<file path="src/rtl/evo_servo_ramp_pkg.sv">
// evo_servo_ramp_pkg: shared types, field offsets and step arithmetic for evo_servo_ramp
package evo_servo_ramp_pkg;
  typedef enum logic [1:0] {IDLE, SCAN, ISSUE, GAP} state_e;
  localparam int EN_BIT = 7;
  localparam int CHAN_LSB = 0;
  localparam int CHAN_W = 5;
  localparam int CTL_LSB = 0;
  localparam int PWL_LSB = 8;
  localparam int PWH_LSB = 16;
  localparam int DIS_LSB = 24;
  localparam logic [15:0] STEP_RST = 16'd10;
  // A disabled channel holds its position; the write only carries en=0.
  function automatic logic [15:0] ramp_next(input logic [15:0] cur, input logic [15:0] tgt,
                                            input logic [15:0] step, input logic en);
    logic [15:0] diff;
    diff = tgt >= cur ? tgt - cur : cur - tgt;
    return !en ? cur : (step == '0 || diff <= step) ? tgt : tgt > cur ? cur + step : cur - step;
  endfunction
  function automatic logic [31:0] wr_data(input logic [15:0] pw, input logic en, input logic [4:0] chan);
    logic [31:0] d;
    d = '0;
    d[DIS_LSB +: 3] = 3'b000;
    d[PWH_LSB +: 8] = pw[15:8];
    d[PWL_LSB +: 8] = pw[7:0];
    d[CTL_LSB + EN_BIT] = en;
    d[CTL_LSB + CHAN_LSB +: CHAN_W] = chan;
    return d;
  endfunction
endpackage

</file>
<file path="src/rtl/evo_servo_ramp_if.sv">
// evo_servo_ramp_if: Avalon-MM write-only bus between the ramp master and the evo_servo CSR
// Signals: avm_address, avm_write, avm_writedata (master->slave); avm_waitrequest (slave->master)
interface evo_servo_ramp_if #(parameter int AW = 12, parameter int DW = 32);
  logic [AW-1:0] avm_address;
  logic avm_write;
  logic [DW-1:0] avm_writedata;
  logic avm_waitrequest;
  modport master(output avm_address, avm_write, avm_writedata, input avm_waitrequest);
  modport slave(input avm_address, avm_write, avm_writedata, output avm_waitrequest);
endinterface

</file>
<file path="src/rtl/evo_servo_ramp_tick.sv">
// evo_servo_ramp_tick: divides en1mhz pulses by STEP_TICKS into a one-clock sweep strobe
// Ports: clk, reset (async, active-high), en1mhz_i (1 MHz enable), sweep_o (strobe on wrap)
module evo_servo_ramp_tick #(parameter int STEP_TICKS = 1000) (
  input  logic clk,
  input  logic reset,
  input  logic en1mhz_i,
  output logic sweep_o
);
  localparam int CW = $clog2(STEP_TICKS + 1);
  logic [CW-1:0] cnt_q;
  assign sweep_o = en1mhz_i && cnt_q == CW'(STEP_TICKS - 1);
  always_ff @(posedge clk or posedge reset)
    if (reset) cnt_q <= '0;
    else if (en1mhz_i) cnt_q <= sweep_o ? '0 : cnt_q + 1'b1;
endmodule

</file>
<file path="src/rtl/evo_servo_ramp.sv">
// evo_servo_ramp: Avalon-MM master ramping each servo channel toward its target pulse width
// Ports: clk, reset (async, active-high), en1mhz, cfg_* (per-channel target/enable and global step),
//        avm (evo_servo_ramp_if master modport), busy_o (not IDLE).
// Optional EVO_SERVO_RAMP_DONE_EN adds done_o (sticky per-channel at-target flags) and done_irq_o.
module evo_servo_ramp
  import evo_servo_ramp_pkg::*;
#(
  parameter int NUM_SERVOS = 32,
  parameter int CSR_AWIDTH = 12,
  parameter int CSR_DWIDTH = 32,
  parameter logic [CSR_AWIDTH-1:0] EVO_SERVO_ADDR = '0,
  parameter int STEP_TICKS = 1000,
  parameter int WR_GAP = 4
) (
  input  logic clk,
  input  logic reset,
  input  logic en1mhz,
  input  logic cfg_we,
  input  logic [4:0] cfg_chan,
  input  logic cfg_en,
  input  logic [15:0] cfg_target,
  input  logic cfg_step_we,
  input  logic [15:0] cfg_step,
  evo_servo_ramp_if.master avm,
`ifdef EVO_SERVO_RAMP_DONE_EN
  output logic [NUM_SERVOS-1:0] done_o,
  output logic done_irq_o,
`endif
  output logic busy_o
);
  localparam int IW = NUM_SERVOS > 1 ? $clog2(NUM_SERVOS) : 1;
  state_e state_q, state_d;
  logic [4:0] idx_q, idx_d;
  logic [15:0] gcnt_q, gcnt_d, nxt_q, nxt_d, step_q;
  logic en_iss_q, en_iss_d, pend_q, sweep, take, acc, need, last, cfg_ok;
  logic [15:0] cur_q [NUM_SERVOS];
  logic [15:0] tgt_q [NUM_SERVOS];
  logic [NUM_SERVOS-1:0] en_q, dirty_q;
  logic [IW-1:0] ii, ci;
  evo_servo_ramp_tick #(.STEP_TICKS(STEP_TICKS)) u_tick (.clk(clk), .reset(reset), .en1mhz_i(en1mhz), .sweep_o(sweep));
  assign ii = idx_q[IW-1:0];
  assign ci = cfg_chan[IW-1:0];
  assign cfg_ok = cfg_we && 32'(cfg_chan) < NUM_SERVOS;
  assign last = idx_q == 5'(NUM_SERVOS - 1);
  assign need = dirty_q[ii] || (en_q[ii] && cur_q[ii] != tgt_q[ii]);
  assign take = state_q == IDLE && pend_q;
  assign acc = state_q == ISSUE && !avm.avm_waitrequest;
  // Outputs decode straight from registered state so reset drops the write without waiting for a clock.
  assign avm.avm_write = state_q == ISSUE;
  assign avm.avm_address = state_q == ISSUE ? EVO_SERVO_ADDR : '0;
  assign avm.avm_writedata = state_q == ISSUE ? CSR_DWIDTH'(wr_data(nxt_q, en_iss_q, idx_q)) : '0;
  assign busy_o = state_q != IDLE;
  always_comb begin
    state_d = state_q;
    idx_d = idx_q;
    gcnt_d = gcnt_q;
    nxt_d = nxt_q;
    en_iss_d = en_iss_q;
    case (state_q)
      IDLE: if (pend_q) begin
        idx_d = '0;
        state_d = SCAN;
      end
      SCAN: if (need) begin
        nxt_d = ramp_next(cur_q[ii], tgt_q[ii], step_q, en_q[ii]);
        en_iss_d = en_q[ii];
        state_d = ISSUE;
      end else begin
        idx_d = idx_q + 5'd1;
        state_d = last ? IDLE : SCAN;
      end
      ISSUE: if (!avm.avm_waitrequest) begin
        gcnt_d = 16'(WR_GAP - 1);
        state_d = GAP;
      end
      default: if (gcnt_q <= 16'd1) begin
        idx_d = idx_q + 5'd1;
        state_d = last ? IDLE : SCAN;
      end else gcnt_d = gcnt_q - 16'd1;
    endcase
  end
  always_ff @(posedge clk or posedge reset)
    if (reset) begin
      state_q <= IDLE;
      idx_q <= '0;
      gcnt_q <= '0;
      nxt_q <= '0;
      en_iss_q <= 1'b0;
      pend_q <= 1'b0;
      step_q <= STEP_RST;
      en_q <= '0;
      dirty_q <= '0;
      for (int i = 0; i < NUM_SERVOS; i++) begin
        cur_q[i] <= '0;
        tgt_q[i] <= '0;
      end
    end else begin
      state_q <= state_d;
      idx_q <= idx_d;
      gcnt_q <= gcnt_d;
      nxt_q <= nxt_d;
      en_iss_q <= en_iss_d;
      pend_q <= pend_q ? !take : sweep;
      if (cfg_step_we) step_q <= cfg_step;
      if (acc) begin
        cur_q[ii] <= nxt_q;
        dirty_q[ii] <= 1'b0;
      end
      // Placed after the acceptance update so a same-cycle reconfiguration keeps dirty set.
      if (cfg_ok) begin
        tgt_q[ci] <= cfg_target;
        en_q[ci] <= cfg_en;
        dirty_q[ci] <= 1'b1;
      end
    end
`ifdef EVO_SERVO_RAMP_DONE_EN
  logic [NUM_SERVOS-1:0] done_q, done_d, set_v, clr_v;
  logic irq_q;
  always_comb begin
    set_v = '0;
    clr_v = '0;
    set_v[ii] = acc && en_iss_q && nxt_q == tgt_q[ii];
    clr_v[ci] = cfg_ok;
    done_d = (done_q | set_v) & ~clr_v;
  end
  always_ff @(posedge clk or posedge reset)
    if (reset) begin
      done_q <= '0;
      irq_q <= 1'b0;
    end else begin
      done_q <= done_d;
      irq_q <= |(done_d & ~done_q);
    end
  assign done_o = done_q;
  assign done_irq_o = irq_q;
`endif
endmodule

</file>
<file path="src/flat_wrapper.sv">
// flat-port wrapper written by rule: the top's interface ports become plain ports
module evo_servo_ramp_flat import evo_servo_ramp_pkg::*;
#(
  parameter int NUM_SERVOS = 32,
  parameter int CSR_AWIDTH = 12,
  parameter int CSR_DWIDTH = 32,
  parameter logic [CSR_AWIDTH-1:0] EVO_SERVO_ADDR = '0,
  parameter int STEP_TICKS = 1000,
  parameter int WR_GAP = 4
)
  (clk, reset, en1mhz, cfg_we, cfg_chan, cfg_en, cfg_target, cfg_step_we, cfg_step, busy_o, avm_avm_address, avm_avm_write, avm_avm_writedata, avm_avm_waitrequest);
  evo_servo_ramp_if #(.AW(12), .DW(32)) avm_i ();
  input  logic clk;
  input  logic reset;
  input  logic en1mhz;
  input  logic cfg_we;
  input  logic [4:0] cfg_chan;
  input  logic cfg_en;
  input  logic [15:0] cfg_target;
  input  logic cfg_step_we;
  input  logic [15:0] cfg_step;
  output logic busy_o;
  output wire logic [$bits(avm_i.avm_address)-1:0] avm_avm_address;
  output wire logic [$bits(avm_i.avm_write)-1:0] avm_avm_write;
  output wire logic [$bits(avm_i.avm_writedata)-1:0] avm_avm_writedata;
  input wire logic [$bits(avm_i.avm_waitrequest)-1:0] avm_avm_waitrequest;
  assign avm_avm_address = avm_i.avm_address;
  assign avm_avm_write = avm_i.avm_write;
  assign avm_avm_writedata = avm_i.avm_writedata;
  assign avm_i.avm_waitrequest = avm_avm_waitrequest;
  evo_servo_ramp #(.NUM_SERVOS(NUM_SERVOS), .CSR_AWIDTH(CSR_AWIDTH), .CSR_DWIDTH(CSR_DWIDTH), .EVO_SERVO_ADDR(EVO_SERVO_ADDR), .STEP_TICKS(STEP_TICKS), .WR_GAP(WR_GAP)) u_core (.clk(clk), .reset(reset), .en1mhz(en1mhz), .cfg_we(cfg_we), .cfg_chan(cfg_chan), .cfg_en(cfg_en), .cfg_target(cfg_target), .cfg_step_we(cfg_step_we), .cfg_step(cfg_step), .avm(avm_i), .busy_o(busy_o));
endmodule
</file>
<file path="config.mk">
export PLATFORM = sky130hd
export DESIGN_NAME = evo_servo_ramp_flat
export DESIGN_NICKNAME = d
export VERILOG_FILES = /design/src/rtl/evo_servo_ramp_pkg.sv /design/src/rtl/evo_servo_ramp_if.sv /design/src/rtl/evo_servo_ramp_tick.sv /design/src/rtl/evo_servo_ramp.sv /design/src/flat_wrapper.sv
export SDC_FILE = /design/constraint.sdc
export NUM_CORES = 2
export LEC_CHECK = 0
export ABC_AREA = 1
export BUFFER_PORTS_ARGS = -buffer_cell sky130_fd_sc_hd__buf_2
export CORE_MARGIN = 5
export CORE_UTILIZATION = 25
export DETAILED_ROUTE_END_ITERATION = 7
export PLACE_DENSITY_LB_ADDON = 0.25
export SYNTH_ARGS = -nofsm -noshare
export SYNTH_HDL_FRONTEND = slang
export SYNTH_HIERARCHICAL = 1
export SYNTH_SLANG_ARGS = --single-unit
</file>
<file path="constraint.sdc">
create_clock -name clk -period 58.2 [get_ports clk]
set_input_delay 11.64 -clock clk [delete_from_list [all_inputs] [get_ports clk]]
set_output_delay 11.64 -clock clk [all_outputs]
set_load 0.02 [all_outputs]
</file>
==> metrics.csv <==
stage;metric;value;unit
clocking;number of buffers inserted by post-CTS setup repair;0;
placement;half-perimeter wire length after detailed placement;114000;um
setup_path;CP Cell Sequence;buf_2, inv_8, buf_4, buf_4, buf_4, buf_4;
setup_path;crit path launch type;input port;
setup_path;WP data required;58950;ps
setup_path;Max stage delay cell, worst path;sky130_fd_sc_hd__buf_4;
timing;number of setup violations in the final report;0;
timing;total count of hold-check failures in the final report;0;
floorplan;site row count;173;
logic_synthesis;mapped cell area;0.0555;mm^2
floorplan;initial core utilization;25.1;%
timing;Fmax achieved;68.5;MHz
floorplan;overall die area;0.232;mm^2
timing;clock period minus final worst setup slack;14590;ps
route;drt total wl;190000;um
route;vias per cell;4.77;
clocking;buffer levels on the longest clock path;3;
min_path;class of the worst hold path;reg2reg;
timing;RSZ-0062 raised after global routing;false;
placement;Port Buffers;67;
setup_path;stage delay of the slowest cell on the critical path;820;ps
setup_path;start-to-end type of the worst setup path;in2async;
pwr;internal power component;0.00207;W
job;max-capacitance violation count;0;
setup_path;CP Data Arrival Time;15340;ps
route;detailed-route via count;46838;
final_layout;Final Net Count;6864;
clocking;number of sinks driven by the clock tree;1155;
final_layout;share of cells above drive strength 1;6.60;%
final_layout;Filler Cells Inserted;24080;
pwr;leakage dissipation;28.6;nW
global_route;number of global-route vias before repair;44644;
global_route;wire length of the first global-routing pass;288000;um
clocking;clock slew at the register clock pins of the worst setup and hold paths;50;ps
route;Iter 0 DRT Violations;4530;
setup_path;CP Launch Point;reset;
timing;max-slew violations;0;
route;Routed Antenna Nets;0;
route;detailed-route wire length per cell;19.3;um
pwr;power per unit of standard cell area;62.7;mW/mm^2
logic_synthesis;number of storage elements in the synthesis netlist;1155;
setup_path;depth of the most critical reg-to-reg path;34;
placement;final weighted congestion in routability-driven placement;0.869;
logic_synthesis;share of synthesized registers carrying an async set or reset;100;%
setup_path;crit path to;u_core/tgt_q[90];
floorplan;die height;481;um
pwr;power share of the clock group;21.3;%
setup_path;Worst Setup End Kind;asynchronous set/reset pin;
floorplan;floorplan die width;481;um
timing;Tightest Pin Transition;1260;ps
timing;relative slew slack;15.9;%
pwr;proportion of total power due to net switching;47.2;%
setup_path;r2r setup slk;48830;ps
clocking;clock latency on the worst-skew pair;780;ps
pwr;overall power of the completed layout;0.00392;W
global_route;maximum number of pins on one net before global-route repair;186;
logic_synthesis;Post-synth EDFFs;0;
global_route;overflow left after global routing;0;
logic_synthesis;primary flip-flop cell chosen by synthesis mapping;sky130_fd_sc_hd__dfrtp_1;
setup_path;endpoint of the worst-slack reg-to-reg timing path;u_core/nxt_q[6];
pwr;worst IR drop on VDD;0.0520;mV
floorplan;num ports;90;
clocking;CTS H-tree depth;4;
final_layout;layout overhead on the synthesized area;12.5;%
timing;final critical-path share of the clock period;25.1;%
clocking;Gates resized, CTS repair;0;
pwr;power share of the sequential group;27.1;%
logic_synthesis;Avg Synthesized Cell Area;7.97;um^2
placement;area of placed instances;0.0582;mm^2
logic_synthesis;instance count of the mapped netlist;6963;
final_layout;total non-filler cell area in the finished layout;0.0625;mm^2
clocking;total clock buffers created by CTS;131;
route;DRC viols;0;
logic_synthesis;Syn. warnings;6;
clocking;hold bufs inserted after CTS;0;
global_route;Tot GR Track Use;16.1;%
setup_path;critical path fanouts, max;117;
floorplan;Core Region;0.222;mm^2
logic_synthesis;post-synthesis sequential area ratio;52.1;%
route;TritonRoute pass-1 iters;6;
pwr;combinational cell fraction of total power;51.6;%
pwr;switching power;0.00185;W
logic_synthesis;distinct cell type count after synthesis;49;
clocking;root buffer cell;sky130_fd_sc_hd__clkbuf_16;
clocking;clock tree from TritonCTS;done;
setup_path;critical register-to-register path startpoint;u_core/idx_q[0];
run_status;result of the run;complete, no violations;
setup_path;Critical Path Most Common Cell;sky130_fd_sc_hd__buf_4;
timing;clock skew after layout;38.2;ps
global_route;antenna violations before repair;11;
timing;summed negative setup slack over all endpoints;0;ps
worst max-delay path: cells and delay by family:
family | cells | cell delay (ps)
buffers and inverters | 6 | 3460
metal layers:
metal	part of all wire, %	track usage (%)	vias to the layer above
met5	0.0063	0	-
met4	2.8	4.63	2
met3	6.8	3.25	235
met2	44	24.9	1345
met1	46	22.9	22878
li1	-	-	22378
cell type report:
class / instances / area [um^2] / share of cell area (%)
clock buffer: 198 / 3790 / 6.07
sequential: 1155 / 28900 / 46.3
antenna: 4 / 10.0 / 0.0160
tap: 2975 / 3720 / 5.96
multi-input combinational: 4942 / 23100 / 37.0
timing repair buffer: 171 / 1190 / 1.91
clock inverter: 33 / 443 / 0.709
inverter: 345 / 1320 / 2.11
through the flow:
stage	hold slack, ps	setup WS, ps	util [%]	cells
final	464	43610	28.2	9823
after detailed placement	455	42600	26.3	9588
after floorplan	437	14320	-	6984
after global placement	451	42600	26.3	9588
after CTS	470	43420	28.2	9819
after global routing	484	42910	28.2	9821
worst min path at each step:
| stage | slack (ps) | cells after the start | startpoint | endpoint |
|---|---|---|---|---|
| 2_1_floorplan | 440 | 2 | u_core/dirty_q[0] | u_core/dirty_q[0] |
| 3_3_place_gp | 450 | 2 | u_core/dirty_q[24] | u_core/dirty_q[24] |
| 3_5_place_dp | 450 | 2 | u_core/dirty_q[24] | u_core/dirty_q[24] |
| 4_1_cts | 470 | 2 | u_core/dirty_q[24] | u_core/dirty_q[24] |
| 5_1_grt | 480 | 2 | u_core/dirty_q[24] | u_core/dirty_q[24] |
| 6_report | 460 | 2 | u_core/dirty_q[17] | u_core/dirty_q[17] |
sequential cells by signal, summed over array words and instances, names as in the netlist:
register	cells
u_core/pend_q	1
u_core/gcnt_q	16
u_core/dirty_q	32
u_core/step_q	16
u_core/en_iss_q	1
u_core/en_q	32
u_core/idx_q	5
u_core/cur_q	512
u_core/tgt_q	512
u_core/nxt_q	16
u_core/state_q	2
u_core/u_tick/cnt_q	10
synthesized netlist by cell type, types with 9 or more instances:
master                        n  area share [%]
sky130_fd_sc_hd__a21oi_1    286             2.6
sky130_fd_sc_hd__buf_1       19            0.13
sky130_fd_sc_hd__buf_2      102            0.92
sky130_fd_sc_hd__buf_4       43            0.58
sky130_fd_sc_hd__buf_6       14            0.28
sky130_fd_sc_hd__clkbuf_1   364             2.5
sky130_fd_sc_hd__dfrtp_1   1153              52
sky130_fd_sc_hd__ha_1        71             1.6
sky130_fd_sc_hd__inv_1      327             2.2
sky130_fd_sc_hd__inv_2       13           0.088
sky130_fd_sc_hd__nand2_1   1768              12
sky130_fd_sc_hd__nand3_1     85            0.77
sky130_fd_sc_hd__nand4_1      9            0.10
sky130_fd_sc_hd__nor2_1     727             4.9
sky130_fd_sc_hd__nor3_1      28            0.25
sky130_fd_sc_hd__nor4_4      14            0.54
sky130_fd_sc_hd__o21a_1       9            0.12
sky130_fd_sc_hd__o21ai_0   1609              15
sky130_fd_sc_hd__o21ai_1     49            0.44
sky130_fd_sc_hd__o22ai_1    151             1.7
sky130_fd_sc_hd__xor2_1      41            0.65
power groups by stage:
stage          clock (W)  combinational [W]  sequential, W
2_1_floorplan          0            0.00145        0.00103
3_3_place_gp           0            0.00200        0.00107
3_5_place_dp           0            0.00200        0.00107
4_1_cts         0.000859            0.00201        0.00106
5_1_grt         0.000892            0.00226        0.00108
6_report        0.000835            0.00202        0.00106
cells by family (layout without fill, tap and decap cells):
group	after synthesis	after routing	synth area share (%)
simple gates	2663	2663	19.0
compound gates	2134	2134	19.7
flops	1155	1155	52.1
buf+inv	887	747	6.71
fa+ha+maj	74	74	1.71
xor+xnor	46	46	0.726
mux	3	3	0.0541
other cells	1	26	0.00675
placed cells by master, fill, tap and decap left out, types with 6 or more instances in the layout:
master / Yosys / layout
sky130_fd_sc_hd__nor2_1: 727 / 716
sky130_fd_sc_hd__nand3_1: 85 / 85
sky130_fd_sc_hd__xor2_1: 41 / 41
sky130_fd_sc_hd__clkinv_2: 0 / 11
sky130_fd_sc_hd__nor2_2: 4 / 11
sky130_fd_sc_hd__o21a_1: 9 / 9
sky130_fd_sc_hd__buf_2: 102 / 67
sky130_fd_sc_hd__clkbuf_8: 0 / 22
sky130_fd_sc_hd__nand2_2: 7 / 24
sky130_fd_sc_hd__buf_12: 0 / 6
sky130_fd_sc_hd__nand4_1: 9 / 9
sky130_fd_sc_hd__buf_4: 43 / 98
sky130_fd_sc_hd__o22ai_1: 151 / 151
sky130_fd_sc_hd__inv_2: 13 / 12
sky130_fd_sc_hd__inv_1: 327 / 326
sky130_fd_sc_hd__inv_6: 0 / 9
sky130_fd_sc_hd__nor2_4: 2 / 6
sky130_fd_sc_hd__nand2_1: 1768 / 1751
sky130_fd_sc_hd__conb_1: 1 / 22
sky130_fd_sc_hd__bufinv_16: 0 / 8
sky130_fd_sc_hd__o21ai_1: 49 / 49
sky130_fd_sc_hd__clkbuf_16: 0 / 133
sky130_fd_sc_hd__dfrtp_1: 1153 / 1151
sky130_fd_sc_hd__a21oi_1: 286 / 286
sky130_fd_sc_hd__nor3_1: 28 / 25
sky130_fd_sc_hd__o21ai_0: 1609 / 1609
sky130_fd_sc_hd__clkbuf_1: 364 / 43
sky130_fd_sc_hd__ha_1: 71 / 71
sky130_fd_sc_hd__o211ai_1: 7 / 7
sky130_fd_sc_hd__a31oi_1: 7 / 7
sky130_fd_sc_hd__nor4_4: 14 / 14
(Power assumes the default switching activity.)
